**src/rtl/instr_issue_encoder.sv**
```systemverilog
`timescale 1ns/1ps
`default_nettype none
// ============================================================================
// Module   : instr_issue_encoder
// Purpose  : Packs field-level requests into 8-bit instructions, queues them
//            and issues them to the decoder with a programmable idle gap.
// Revision : 1.0 - initial release
// ============================================================================
module instr_issue_encoder #(
  parameter int DEPTH = 4,
  parameter int GAP_W = 4
) (
  input  logic                     clock,
  input  logic                     reset,
  input  logic                     in_valid,
  output logic                     in_ready,
  input  logic [2:0]               in_opcode,
  input  logic                     in_reg_sel,
  input  logic [3:0]               in_operand,
  input  logic [GAP_W-1:0]         gap,
  input  logic                     flush,
  output logic [7:0]               instr_out,
  output logic                     instr_ena,
  output logic [$clog2(DEPTH):0]   level,
  output logic                     busy,
  output logic [7:0]               issued_count,
  output logic [3:0]               reject_count
);

  localparam int                 c_ADDR_W     = $clog2(DEPTH);
  localparam logic [c_ADDR_W:0]  c_FULL_LEVEL = DEPTH[c_ADDR_W:0];
  localparam logic [2:0]         c_OP_UNDEF   = 3'b110;
  localparam logic [2:0]         c_OP_NOP     = 3'b111;
  localparam logic [7:0]         c_NOP_WORD   = 8'hE0;

  localparam logic [0:0] c_ST_IDLE = 1'b0;
  localparam logic [0:0] c_ST_GAP  = 1'b1;

  logic [7:0]          r_mem [DEPTH];
  logic [c_ADDR_W-1:0] r_wr_ptr;
  logic [c_ADDR_W-1:0] r_rd_ptr;
  logic [c_ADDR_W:0]   r_level;
  logic [0:0]          r_state;
  logic [GAP_W-1:0]    r_gap_cnt;
  logic [7:0]          r_instr_out;
  logic                r_instr_ena;
  logic [7:0]          r_issued_count;
  logic [3:0]          r_reject_count;

  logic                w_accept;
  logic                w_undef;
  logic                w_enq;
  logic                w_pop;
  logic [7:0]          w_encoded;

  // No full-lookahead: a pop in the same cycle does not reopen the input.
  assign in_ready  = (r_level != c_FULL_LEVEL) && !flush;
  assign w_accept  = in_valid && in_ready;
  assign w_undef   = (in_opcode == c_OP_UNDEF);
  assign w_enq     = w_accept && !w_undef;
  assign w_encoded = (in_opcode == c_OP_NOP) ? c_NOP_WORD
                                             : {in_opcode, in_reg_sel, in_operand};

  // Popping off the registered level means a word written at this edge is
  // never visible to the issue logic until the following edge.
  assign w_pop = (r_state == c_ST_IDLE) && (r_level != '0) && !flush;

  always_ff @(posedge clock) begin
    if (w_enq) begin
      r_mem[r_wr_ptr] <= w_encoded;
    end
  end

  always_ff @(posedge clock or posedge reset) begin
    if (reset) begin
      r_wr_ptr <= '0;
      r_rd_ptr <= '0;
      r_level  <= '0;
    end else if (flush) begin
      r_wr_ptr <= '0;
      r_rd_ptr <= '0;
      r_level  <= '0;
    end else begin
      if (w_enq) begin
        r_wr_ptr <= r_wr_ptr + 1'b1;
      end
      if (w_pop) begin
        r_rd_ptr <= r_rd_ptr + 1'b1;
      end
      case ({w_enq, w_pop})
        2'b10:   r_level <= r_level + 1'b1;
        2'b01:   r_level <= r_level - 1'b1;
        default: r_level <= r_level;
      endcase
    end
  end

  always_ff @(posedge clock or posedge reset) begin
    if (reset) begin
      r_state     <= c_ST_IDLE;
      r_gap_cnt   <= '0;
      r_instr_out <= '0;
      r_instr_ena <= 1'b0;
    end else if (flush) begin
      r_state     <= c_ST_IDLE;
      r_gap_cnt   <= '0;
      r_instr_out <= '0;
      r_instr_ena <= 1'b0;
    end else begin
      r_instr_ena <= w_pop;
      case (r_state)
        c_ST_IDLE: begin
          if (w_pop) begin
            r_instr_out <= r_mem[r_rd_ptr];
            if (gap != '0) begin
              r_state   <= c_ST_GAP;
              r_gap_cnt <= gap;
            end
          end
        end
        c_ST_GAP: begin
          r_gap_cnt <= r_gap_cnt - 1'b1;
          if (r_gap_cnt == GAP_W'(1)) begin
            r_state <= c_ST_IDLE;
          end
        end
        default: begin
          r_state   <= c_ST_IDLE;
          r_gap_cnt <= '0;
        end
      endcase
    end
  end

  // Counters survive flush; only reset clears them.
  always_ff @(posedge clock or posedge reset) begin
    if (reset) begin
      r_issued_count <= '0;
      r_reject_count <= '0;
    end else begin
      if (w_pop) begin
        r_issued_count <= r_issued_count + 8'd1;
      end
      if (w_accept && w_undef && (r_reject_count != 4'hF)) begin
        r_reject_count <= r_reject_count + 4'd1;
      end
    end
  end

  assign instr_out    = r_instr_out;
  assign instr_ena    = r_instr_ena;
  assign level        = r_level;
  assign busy         = (r_level != '0) || (r_state == c_ST_GAP);
  assign issued_count = r_issued_count;
  assign reject_count = r_reject_count;

endmodule
`default_nettype wire

```
**config.mk**
```make
export PLATFORM = sky130hd
export DESIGN_NAME = instr_issue_encoder
export DESIGN_NICKNAME = d
export VERILOG_FILES = /design/src/rtl/instr_issue_encoder.sv
export SDC_FILE = /design/constraint.sdc
export NUM_CORES = 1
export LEC_CHECK = 0
export CAP_MARGIN = 15
export CORE_UTILIZATION = 56
export CTS_BUF_LIST = sky130_fd_sc_hd__clkbuf_8
export CTS_CLUSTER_DIAMETER = 50
export DETAILED_ROUTE_END_ITERATION = 8
export PLACE_DENSITY_LB_ADDON = 0.3
export SLEW_MARGIN = 20
export SYNTH_ARGS = -nofsm -noshare
export SYNTH_HDL_FRONTEND = slang
export SYNTH_SLANG_ARGS = --single-unit
```
**constraint.sdc**
```tcl
create_clock -name clock -period 3.6 [get_ports clock]
set_clock_uncertainty 0.15 [all_clocks]
set_input_delay 0.72 -clock clock [delete_from_list [all_inputs] [get_ports clock]]
set_output_delay 0.72 -clock clock [all_outputs]
set_load 0.1 [all_outputs]
```
==> run metrics <==
initial DRC count=111; FF-to-FF setup slack=1010 ps; final wirelength=4.94 mm; Cell variety after synth=47; Top FF cell, synth=dfrtp_1; diode count=0; part of the cycle the worst path needs=82.8%; Post-CTS Resized=0; Port Buffers=41; drt first pass iters=4; Longest Clk Path Bufs=2; core area=4880 sq um; yosys warns=0; R2R Path Start=level[0]; Synth Cell Area=2940 sq um; number of flops mapped to enable cells by yosys=32; GP Congestion=0.770; IO Pins=42; Final Hold Viols=0; DP HPWL=3.44 mm; Startpoint Class=primary input; Critical Path End Type=flop; outcome=complete, no violations; synthesis-to-finish area growth=23.3%; main area contributors after synthesis=edfxtp_1 33%, dfrtp_1 28%, mux4_2 6.1%, ha_1 3.4%, xnor2_1 3.3%; antenna violations before repair=0; register bit total from synthesis=65; post-CTS setup buffer count=0; part of the Yosys area used for sequential elements=60.8%; Post-CTS Hold Fix Bufs=0; Rows=25; Slew Viols, Final=0; Post-DP Area=3370 sq um; Clock Latency Late Sink=330 ps; post-synthesis async set-or-reset flop share=50.8%; Worst Setup SP=in_opcode[0]; DR DRC count=0; mean routed wirelength per cell=14.8 um; crit path DAT=3040 ps; CTS clk-pin slew, worst paths=70 ps; Synth area leader=edfxtp_1; worst-path fanout max=6; Slew @ Worst Pin=971 ps; most frequent cell after synthesis=dfrtp_1; CP Class=primary input to flop; Final Core Density=74.2%; min Tclk post-route=2980 ps; Final ANT Viol Nets=0; final setup violation count=0; Syn Area/Cell=13.5 sq um; design area=3620 sq um; die width=74.4 um; CTS tree=built; CTS Root Cell=clkbuf_8; RSZ-0062 raised after global routing=no; Layout Nets=286; Worst Min Path Start=issued_count[7]; Max Freq=0.335 GHz; final setup TNS=0 ps; Finished Layout Cells=333; clk sinks=65; clock buffer count from CTS=9; first-pass GRT wire length=8.06 mm; Mapped Cells=217; Die Ht=74.4 um; Starting Density=60.2%; dpl cells=317; remaining global-route overflow=0; via count of the first global-routing pass=1691; largest net degree at the start of global routing=34; die area=5540 sq um; gr usage total=20.4%; vias per cell=5.29; maxcap violations=0; H-tree levels=3; post-synth top area share=32.7%; Commonest cells post-synth=33 x dfrtp_1, 32 x edfxtp_1, 23 x nand2_1; vias post-DR=1760; relative slew slack=35.0%; Hold WC Path Type=flop to flop; syn nets=242; CP required=3660 ps; layout cell share with drive strength beyond 1=21.8%
-- critical path, stage by stage --
cell and delay, ps:
clkdlybuf4s50_1 560, nand3b_1 200, nor4bb_4 240, nor3_1 100, fa_1 380, or3_1 370
mux2i_1 150, mux2_1 330
-- metal layers --
metal | up-vias | global-route usage, % | wire, um
met3 | 4 | 4.47 | 166
met5 | - | 0 | 0
met1 | 863 | 27.2 | 2220
li1 | 858 | - | -
met2 | 35 | 31.6 | 2520
met4 | 0 | 10.7 | 42
-- layout by cell type (no fill, tap or decap), types with 2 or more instances in the layout --
master            n
dfrtp_1          33
edfxtp_1         32
nand2_1          23
buf_4            23
clkdlybuf4s50_1  22
a21oi_1          11
xnor2_1          11
nor2_1           10
and2_1           10
clkbuf_8         10
mux4_2            8
ha_1              8
inv_1             6
nand3_1           5
nor3_1            4
nand2b_1          3
mux2i_1           3
xor2_1            3
bufinv_16         3
nor2b_1           2
nand3b_1          2
o21ai_0           2
nor3b_1           2
mux2_2            2
nand4_1           2
clkinv_4          2
-- cells by family (layout without fill, tap and decap cells) --
| logic type | count (synthesis) | after routing | share of synthesized area, % |
|---|---|---|---|
| flip-flops | 65 | 65 | 60.8 |
| multiplexers | 15 | 15 | 8.82 |
| adder cells (fa/ha/maj) | 9 | 9 | 4.09 |
| buffers and inverters | 19 | 68 | 2.94 |
| XOR/XNOR | 15 | 15 | 4.73 |
| AO/OA/AOI/OAI | 20 | 20 | 4.05 |
| AND/OR/NAND/NOR | 74 | 74 | 14.5 |
-- layout make-up --
type	instances	area (sq um)
inverters	6	22.5
clock inverters	6	115
multi-input cells	133	1060
repair buffers	46	413
clock buffers	10	138
flip-flops and latches	65	1790
well taps	67	83.8
fillers	327	1260
-- final timing paths --
kind                              endpoint  cells past startpoint
setup / recovery                  level[2]                      8
hold / removal             issued_count[7]                      1
setup reg to reg                  level[2]                      7
hold reg to reg            issued_count[7]                      1
max in group asynchronous  reject_count[0]                      3
min in group asynchronous  issued_count[6]                      3
-- stage by stage --
step	hold slack [ps]	setup WS (ps)
after global routing	341	487
after floorplan	364	197
after CTS	330	632
final	325	618
after global placement	313	343
after detailed placement	321	288
-- sequential cells by signal, indices dropped and copies added (netlist names) --
| signal | flops |
|---|---|
| r_wr_ptr | 2 |
| r_state | 1 |
| reject_count | 4 |
| instr_ena | 1 |
| r_rd_ptr | 2 |
| issued_count | 8 |
| instr_out | 8 |
| level | 3 |
| r_mem | 32 |
| r_gap_cnt | 4 |
Power is left out: the tool's default activity adds up to more than one toggle a clock period on the data nets, which glitch-free logic cannot reach.
